==> src/rtl/map_access_arbiter.sv <==
// Round-robin arbiter sharing one map instance between NUM_REQ requesters.
// One transaction in flight; LOOKUP result waits are bounded by a timeout.
module map_access_arbiter #(
    parameter int unsigned NUM_REQ        = 4,
    parameter int unsigned KEY_WIDTH      = 8,
    parameter int unsigned VALUE_WIDTH    = 16,
    parameter int unsigned TIMEOUT_CYCLES = 16
) (
    input  logic                           clk,
    input  logic                           reset_n,
    input  logic [NUM_REQ-1:0]             req_valid,
    output logic [NUM_REQ-1:0]             req_ready,
    input  logic [2*NUM_REQ-1:0]           req_op,
    input  logic [KEY_WIDTH*NUM_REQ-1:0]   req_key,
    input  logic [VALUE_WIDTH*NUM_REQ-1:0] req_value,
    output logic [NUM_REQ-1:0]             rsp_valid,
    input  logic [NUM_REQ-1:0]             rsp_ready,
    output logic [VALUE_WIDTH-1:0]         rsp_value,
    output logic                           rsp_timeout,
    output logic [1:0]                     map_op,
    output logic [KEY_WIDTH-1:0]           map_key,
    output logic [VALUE_WIDTH-1:0]         map_value,
    output logic                           map_valid,
    input  logic                           map_ready,
    input  logic [VALUE_WIDTH-1:0]         map_rsp_value,
    input  logic                           map_rsp_valid,
    output logic                           map_rsp_ready,
    output logic [7:0]                     drop_cnt
);

    localparam int unsigned GW = (NUM_REQ > 1) ? $clog2(NUM_REQ) : 1;
    localparam int unsigned TW = $clog2(TIMEOUT_CYCLES + 1);

    localparam logic [1:0] OpNop    = 2'b00;
    localparam logic [1:0] OpLookup = 2'b11;

    typedef enum logic [1:0] {StIdle, StIssue, StWait, StResp} state_e;

    state_e                 state_q, state_d;
    logic [GW-1:0]          grant_q, grant_d;
    logic [GW-1:0]          last_grant_q, last_grant_d;
    logic [1:0]             op_q, op_d;
    logic [KEY_WIDTH-1:0]   key_q, key_d;
    logic [VALUE_WIDTH-1:0] value_q, value_d;
    logic [TW-1:0]          timer_q, timer_d;
    logic [VALUE_WIDTH-1:0] rsp_value_q, rsp_value_d;
    logic                   rsp_timeout_q, rsp_timeout_d;
    logic [7:0]             drop_q, drop_d;

    logic [1:0]             op_arr    [NUM_REQ];
    logic [KEY_WIDTH-1:0]   key_arr   [NUM_REQ];
    logic [VALUE_WIDTH-1:0] value_arr [NUM_REQ];

    logic                   found;
    logic [GW-1:0]          winner;
    int unsigned            scan_idx;

    always_comb begin
        for (int i = 0; i < NUM_REQ; i++) begin
            op_arr[i]    = req_op[2*i +: 2];
            key_arr[i]   = req_key[KEY_WIDTH*i +: KEY_WIDTH];
            value_arr[i] = req_value[VALUE_WIDTH*i +: VALUE_WIDTH];
        end
    end

    // Scan starts just after the last granted requester and wraps around.
    always_comb begin
        found    = 1'b0;
        winner   = '0;
        scan_idx = 0;
        for (int unsigned k = 1; k <= NUM_REQ; k++) begin
            scan_idx = (32'(last_grant_q) + k) % NUM_REQ;
            if (!found && req_valid[GW'(scan_idx)]) begin
                found  = 1'b1;
                winner = GW'(scan_idx);
            end
        end
    end

    always_comb begin
        state_d       = state_q;
        grant_d       = grant_q;
        last_grant_d  = last_grant_q;
        op_d          = op_q;
        key_d         = key_q;
        value_d       = value_q;
        timer_d       = timer_q;
        rsp_value_d   = rsp_value_q;
        rsp_timeout_d = rsp_timeout_q;
        req_ready     = '0;
        rsp_valid     = '0;
        map_valid     = 1'b0;
        map_rsp_ready = 1'b0;

        unique case (state_q)
            StIdle: begin
                map_rsp_ready = 1'b1;
                if (found) begin
                    req_ready[winner] = 1'b1;
                    grant_d           = winner;
                    op_d              = op_arr[winner];
                    key_d             = key_arr[winner];
                    value_d           = value_arr[winner];
                    rsp_value_d       = '0;
                    rsp_timeout_d     = 1'b0;
                    state_d           = (op_arr[winner] == OpNop) ? StResp : StIssue;
                end
            end
            StIssue: begin
                map_valid     = 1'b1;
                map_rsp_ready = 1'b1;
                if (map_ready) begin
                    if (op_q == OpLookup) begin
                        state_d = StWait;
                        timer_d = '0;
                    end else begin
                        state_d = StResp;
                    end
                end
            end
            StWait: begin
                map_rsp_ready = 1'b1;
                timer_d       = timer_q + 1'b1;
                // A response arriving on the final timer cycle still wins.
                if (map_rsp_valid) begin
                    rsp_value_d   = map_rsp_value;
                    rsp_timeout_d = 1'b0;
                    state_d       = StResp;
                end else if (timer_q == TW'(TIMEOUT_CYCLES - 1)) begin
                    rsp_value_d   = '0;
                    rsp_timeout_d = 1'b1;
                    state_d       = StResp;
                end
            end
            StResp: begin
                rsp_valid[grant_q] = 1'b1;
                if (rsp_ready[grant_q]) begin
                    last_grant_d = grant_q;
                    state_d      = StIdle;
                end
            end
            default: state_d = StIdle;
        endcase

        // Combinational outputs must read zero while reset is held.
        if (!reset_n) begin
            req_ready     = '0;
            map_rsp_ready = 1'b0;
        end
    end

    always_comb begin
        drop_d = drop_q;
        if (map_rsp_valid && map_rsp_ready && (state_q != StWait) && (drop_q != 8'hFF)) begin
            drop_d = drop_q + 8'd1;
        end
    end

    always_ff @(posedge clk or negedge reset_n) begin
        if (!reset_n) begin
            state_q       <= StIdle;
            grant_q       <= '0;
            last_grant_q  <= GW'(NUM_REQ - 1);
            op_q          <= '0;
            key_q         <= '0;
            value_q       <= '0;
            timer_q       <= '0;
            rsp_value_q   <= '0;
            rsp_timeout_q <= 1'b0;
            drop_q        <= '0;
        end else begin
            state_q       <= state_d;
            grant_q       <= grant_d;
            last_grant_q  <= last_grant_d;
            op_q          <= op_d;
            key_q         <= key_d;
            value_q       <= value_d;
            timer_q       <= timer_d;
            rsp_value_q   <= rsp_value_d;
            rsp_timeout_q <= rsp_timeout_d;
            drop_q        <= drop_d;
        end
    end

    assign map_op      = (state_q == StIssue) ? op_q : '0;
    assign map_key     = (state_q == StIssue) ? key_q : '0;
    assign map_value   = (state_q == StIssue) ? value_q : '0;
    assign rsp_value   = (state_q == StResp) ? rsp_value_q : '0;
    assign rsp_timeout = (state_q == StResp) ? rsp_timeout_q : 1'b0;
    assign drop_cnt    = drop_q;

endmodule
==> config.mk <==
export PLATFORM = sky130hd
export DESIGN_NAME = map_access_arbiter
export DESIGN_NICKNAME = d
export VERILOG_FILES = /design/src/rtl/map_access_arbiter.sv
export SDC_FILE = /design/constraint.sdc
export NUM_CORES = 1
export LEC_CHECK = 0
export CAP_MARGIN = 40
export CORE_UTILIZATION = 30
export CTS_BUF_LIST = sky130_fd_sc_hd__clkbuf_16
export DETAILED_ROUTE_END_ITERATION = 8
export SETUP_SLACK_MARGIN = 0.1
export SYNTH_ARGS = -nofsm -noshare
export SYNTH_HDL_FRONTEND = slang
export SYNTH_SLANG_ARGS = --single-unit
export TNS_END_PERCENT = 30
==> constraint.sdc <==
create_clock -name clk -period 2.35 [get_ports clk]
set_input_delay 0.47 -clock clk [delete_from_list [all_inputs] [get_ports clk]]
set_output_delay 0.47 -clock clk [all_outputs]
set_load 0.005 [all_outputs]
Word-level counts from Yosys, hierarchy flattened
Cells that the tools add are included. Widths: inputs -> output; s select.

$add $sub $neg: 6. $lt $le $gt $ge: 9. Equality and inequality tests: 12. Muxes and demuxes: 62. Bitwise gates (word level): 1. Reductions and logical operators: 21.

Operator list (number): $mux 16 (7); $bmux 16 s2 (1); $pmux 16 s2 (1); $mux 2 (13); $mux 8 (3); $mux 1 (19); $lt 2x3->1 const B (6); $bmux 8 s2 (1); $mux 4 (4); $bmux 1 s2 (5); $mux 5 (2); $ne 2x2->1 const B (5); $pmux 5 s2 (1); $add 8x1->8 const B (1); $logic_and 1x1->1 (8); $ne 8x8->1 const B (1); $pmux 2 s4 (1); $eq 2x2->1 const B (3); $reduce_and 3->1 (2); $add 5x1->5 const B (1); $eq 5x4->1 const B (1); $add 2x1->2 const B (2); $add 2x2->2 const B (2); $bmux 2 s2 (1); other kinds (13) (20).

Flip-flop bits (word level): 62. Bits of input ports: 132. Output and inout port bits: 61. Word-level logic and storage cells: 121.

Longest topological paths before layout
Word-level depth: 21. Mapped depth: 10. Gate-level depth less buffers: 8.

Worst setup path before layout
No wires, ideal clock.

Path kind: input port to output port. Start: input port req_valid[3]. End: output port req_ready[0]. Arrival time: 1650 ps. Required time: 1880 ps. Setup slack: 230 ps. Stages: 6. Path buffers: 3. Cells stage by stage: buf_2 and3b_1 o32a_1 buf_6 clkbuf_1 nor2_1.

Cells in the longest elaborated chain, start to end: 19. Elaborated cells on any way between the ends: 30. Those cells by class: 2 x order compare; 21 x mux; 7 x reduce/logical.

RTL lines: start: declaration (line 11) `input logic [NUM_REQ-1:0] req_valid,`; $bmux 1 s2 (line 73) `if (!found && req_valid[GW'(scan_idx)]) begin`; $mux 1 (not written as such) (line 73); $mux 1 (line 73); $logic_not 1->1 (line 73); $logic_and 1x1->1 (line 73); $mux 1 (line 73); $logic_not 1->1 (line 73); $logic_and 1x1->1 (line 73); (+3 left out); $mux 2 (line 73); $lt 2x3->1 (not written as such) / $ge 2x1->1 (equally long branches) (line 99) `req_ready[winner] = 1'b1;`; $logic_and 1x1->1 (not written as such) (line 99); $mux 1 (not written as such) (line 99); $demux 1 s2 (line 99); $mux 4 * (line 98) `if (found) begin`; $mux 4 * (line 95) `unique case (state_q)`; $mux 4 * (line 146) `if (!reset_n) begin`; end: declaration (line 12) `output logic [NUM_REQ-1:0] req_ready,`.

Mark *: on every way between the ends. The rest lies on a longest branch, timed or not. The select of a mux whose other input is x is not followed.

Worst setup path after layout
Start: register last_grant_q[1]. End: output port req_ready[3].

Cells in the longest elaborated chain, start to end: 20. Elaborated cells on any way between the ends: 34. Those cells by class: 4 x add/sub; 2 x order compare; 21 x mux; 7 x reduce/logical.

RTL lines: start: declaration (line 41) `logic [GW-1:0] last_grant_q, last_grant_d;`; start signal: assignment (line 163) `last_grant_q <= GW'(NUM_REQ - 1);`; start signal: assignment (line 174) `last_grant_q <= last_grant_d;`; $add 2x1->2 (line 72) `scan_idx = (32'(last_grant_q) + k) % NUM_REQ;`; $bmux 1 s2 (line 73); $mux 1 (not written as such) (line 73); $mux 1 (line 73); $logic_not 1->1 (line 73); $logic_and 1x1->1 (line 73); $mux 1 (line 73); $logic_not 1->1 (line 73); (+4 left out); $mux 2 (line 73); $lt 2x3->1 (not written as such) / $ge 2x1->1 (equally long branches) (line 99); $logic_and 1x1->1 (not written as such) (line 99); $mux 1 (not written as such) (line 99); $demux 1 s2 (line 99); $mux 4 * (line 98); $mux 4 * (line 95); $mux 4 * (line 146).

Marks and branches as above.

==> impl_results.md <==
* Clock tree from TritonCTS: done
* Via count at 3974
* Vias in the first global route at 3831
* Netlist area before placement at 0.003966 mm^2
* Final wirelength at 13300 um
* Number of antenna violations at the first check in global routing at 0
* Dominant cell by count in the synthesized netlist: nand2_1
* Minimum clock period after layout at 2.384 ns
* Count of H-tree levels built during CTS at 3
* First-pass GRT wire length at 18950 um
* HP Class: input pin to asynchronous set/reset pin
* Met1 usage in global routing at 22.48%
* Crit share post-route at 101.4%
* Worst IR Drop VDD at 0.4242 mV
* Total CTS buffers at 9
* Max Buffers Root-to-Sink at 2
* Largest fanout on the critical path at 4
* Number of buffers inserted by hold repair at cts at 0
* Count of flip-flops with a built-in enable after synthesis at 0
* Weighted congestion at the end of routability-driven global placement at 0.8646
* Proportion of power drawn by combinational gates at 58.9%
* Met2 usage in global routing at 29.86%
* Post-synthesis async set-or-reset flop share at 100.0%
* Max Clock Freq at 0.4195 GHz
* Top cells by instance count after synthesis: nand2_1 (84), dfrtp_1 (60), mux2i_1 (52)
* Count of final max-slew check failures at 0
* DRC errors left at 0
* Remaining number of nets flagged by the antenna check after routing at 0
* Result of the run: complete, but fails checks
* Total overflow reported by the global router at 0
* Cells after synthesis at 439
* Sinks on the clock net at 62
* Overall power after layout at 7.115 mW
* Drt pass-1 iters at 5
* Total Die Area at 0.01368 mm^2
* Power Dens Cells at 1000 mW/mm^2
* IO buf count at 192
* Drt via density at 4.742
* R2R depth at 10
* Normalized max-slew margin at 46.26%
* Antenna diode count at 0
* Clock root cell: clkbuf_16
* Maximum number of pins on one net before global-route repair at 63
* Gr busiest metal: met2
* Area grow syn2layout at 79.34%
* Final setup margin at -0.03352 ns
* Final core occ at 55.69%
* Synth Register Bits at 62
* Total GRT Usage at 18.19%
* Count of pins on the block boundary at 193
* Clock latency on the worst-skew pair at 0.32 ns
* Switching share of power at 36.81%
* Count of yosys warnings during synthesis at 0
* Most instantiated flip-flop cell in the synthesis netlist: dfrtp_1
* Synthesized area per cell at 9.035 um^2
* Layout cells sized above 1 at 22.22%
* Number of hold violations in the final report at 0
* HPWL after detailed placement at 9616 um
* Number of different library cells in the post-synthesis netlist at 43
* Type of the worst setup path: register to output pin
* WP data required at 1.88 ns
* Unrepaired setup endpoints after global routing: yes
* Startpoint types: register
* Row Count at 41
* Filler Cell Count at 1111
* Total number of nets in the final design at 802
* Setup slack on the worst flop-to-flop path at 0.02 ns
* Cell internal pwr at 4.496 mW
* Synth top area cells: dfrtp_1 (38%), mux2i_1 (13%), nand2_1 (7.9%)
* Met3 Use GR at 4.840%
* Worst Tran Pin Value at 0.8061 ns
* Clk_skew at 0.005259 ns
* Die X at 117.0 um
* Placeable core region at 0.01277 mm^2
* Share of total power in the clock network at 16.0%
* Net count after synthesis at 579
* Count of routing violations after the opening detailed-route iteration at 200
* Die Y at 117.0 um
* Area fraction of the dominant cell type after synthesis at 37.85%
* Leakage component of the power at 3.486 nW
* Post-synthesis sequential area ratio at 39.18%
* Post-synth top area cell: dfrtp_1
* Setup-violating endpoint count in the final report at 2
* Clock transition at the register clock pins on the worst setup and hold paths after CTS at 0.05 ns
* Effective utilization at floorplan at 31.05%
* Failing checks: setup timing
* Net switching power at 2.619 mW
* Max Cap Violations at 0
* Critical path endpoint category: output pin
* Reg power frac at 25.1%
* Wirelength per Cell at 15.87 um
* Data arrival time of the worst path at 1.91 ns
## per-stage QoR
stage | setup TNS [ns] | instances | hold slack [ns] | setup slack, ns | instance area, um^2
floorplan | 0 | 439 | 0.1744 | 0.2299 | 3966
global placement | -7.228 | 803 | 0.4570 | -0.4221 | 6237
detailed placement | -8.220 | 803 | 0.4671 | -0.4860 | 6237
CTS | 0 | 833 | 0.4723 | 0.009179 | 6669
global route | -0.9589 | 838 | 0.5028 | -0.08841 | 7113
finish | -0.05893 | 838 | 0.4536 | -0.03352 | 7113
## sequential cells by signal, summed over array words and instances (netlist names)
signal and cells:
grant_q 2, rsp_value_q 16, last_grant_q 2, op_q 2
timer_q 5, key_q 8, state_q 2, rsp_timeout_q 1
drop_cnt 8, value_q 16
## logic make-up after synthesis
group | after synthesis | share of synthesized area (%)
adder cells (fa/ha/maj) | 8 | 2.524
XOR/XNOR | 7 | 1.546
AO/OA/AOI/OAI | 75 | 10.63
AND/OR/NAND/NOR | 170 | 20.38
flip-flops | 62 | 39.18
multiplexers | 79 | 21.07
buffers and inverters | 38 | 4.669
## metal layers
| layer | share of wire (%) | vias up |
|---|---|---|
| met1 | 43 | 1832 |
| met3 | 8.5 | 27 |
| met2 | 46 | 161 |
| met4 | 2.4 | 0 |
| met5 | 0 | - |
| li1 | - | 1954 |
## layout by cell type, fill, tap and decap left out, types with 3 or more instances in the layout
cell type	count
clkbuf_16	11
nand3_1	9
mux2i_1	44
buf_4	25
o21ai_2	17
a21oi_4	3
and2_1	44
clkdlybuf4s50_1	153
dlymetal6s2s_1	25
buf_12	7
buf_8	5
buf_2	5
buf_6	9
nor2_1	13
nand2_1	81
a21oi_1	7
mux2i_2	7
inv_1	9
clkinv_1	3
dlygate4sd2_1	9
xnor2_1	5
and3_1	3
o21ai_1	24
dfrtp_1	58
o21ai_0	10
a21oi_2	3
mux2_2	9
mux2_4	17
ha_1	5
## worst max-delay path, cell delays in order, from the launching register on
cell and delay, ns:
dfstp_2 0.56, buf_6 0.13, mux2i_4 0.24, o2bb2ai_2 0.10, buf_4 0.13, a21o_1 0.17, nand3_2 0.09, nor2_1 0.04
buf_2 0.13
## power groups by stage
stage	sequential, mW	clock (mW)	combinational [mW]
after global routing	1.84	1.23	4.58
after floorplan	1.69	0	1.96
final	1.78	1.14	4.19
after detailed placement	1.79	0	3.43
after CTS	1.77	1.18	3.69
after global placement	1.76	0	3.39
## final cells by class
class	instances	area [um^2]	share of cell area [%]
Inverter	10	37.54	0.5277
Multi-Input combinational cell	339	2546	35.80
Sequential cell	62	1556	21.88
Timing Repair Buffer	240	2502	35.18
Tap cell	172	215.2	3.026
Clock buffer	9	225.2	3.166
Clock inverter	6	30.03	0.4222
## what timing repair did
| action | 4_1_cts | 5_1_grt |
|---|---|---|
| resized for setup | 47 | 102 |
| gates cloned | 0 | 2 |
| endpoints found under the setup margin | 76 | 72 |
| setup buffers | 15 | 4 |
| pin swaps | 10 | 9 |
## worst paths after layout
path	startpoint	to
max in group asynchronous	reset_n	state_q[1]$_DFFE_PN0P_
hold / removal	reset_n	state_q[0]$_DFFE_PN0P_
hold reg to reg	value_q[4]$_DFFE_PN0P_	value_q[4]$_DFFE_PN0P_
setup / recovery	last_grant_q[1]$_DFFE_PN1P_	req_ready[3]
setup reg to reg	last_grant_q[1]$_DFFE_PN1P_	state_q[1]$_DFFE_PN0P_
min in group clk	value_q[4]$_DFFE_PN0P_	value_q[4]$_DFFE_PN0P_
Power figures use the tool's default switching activity.
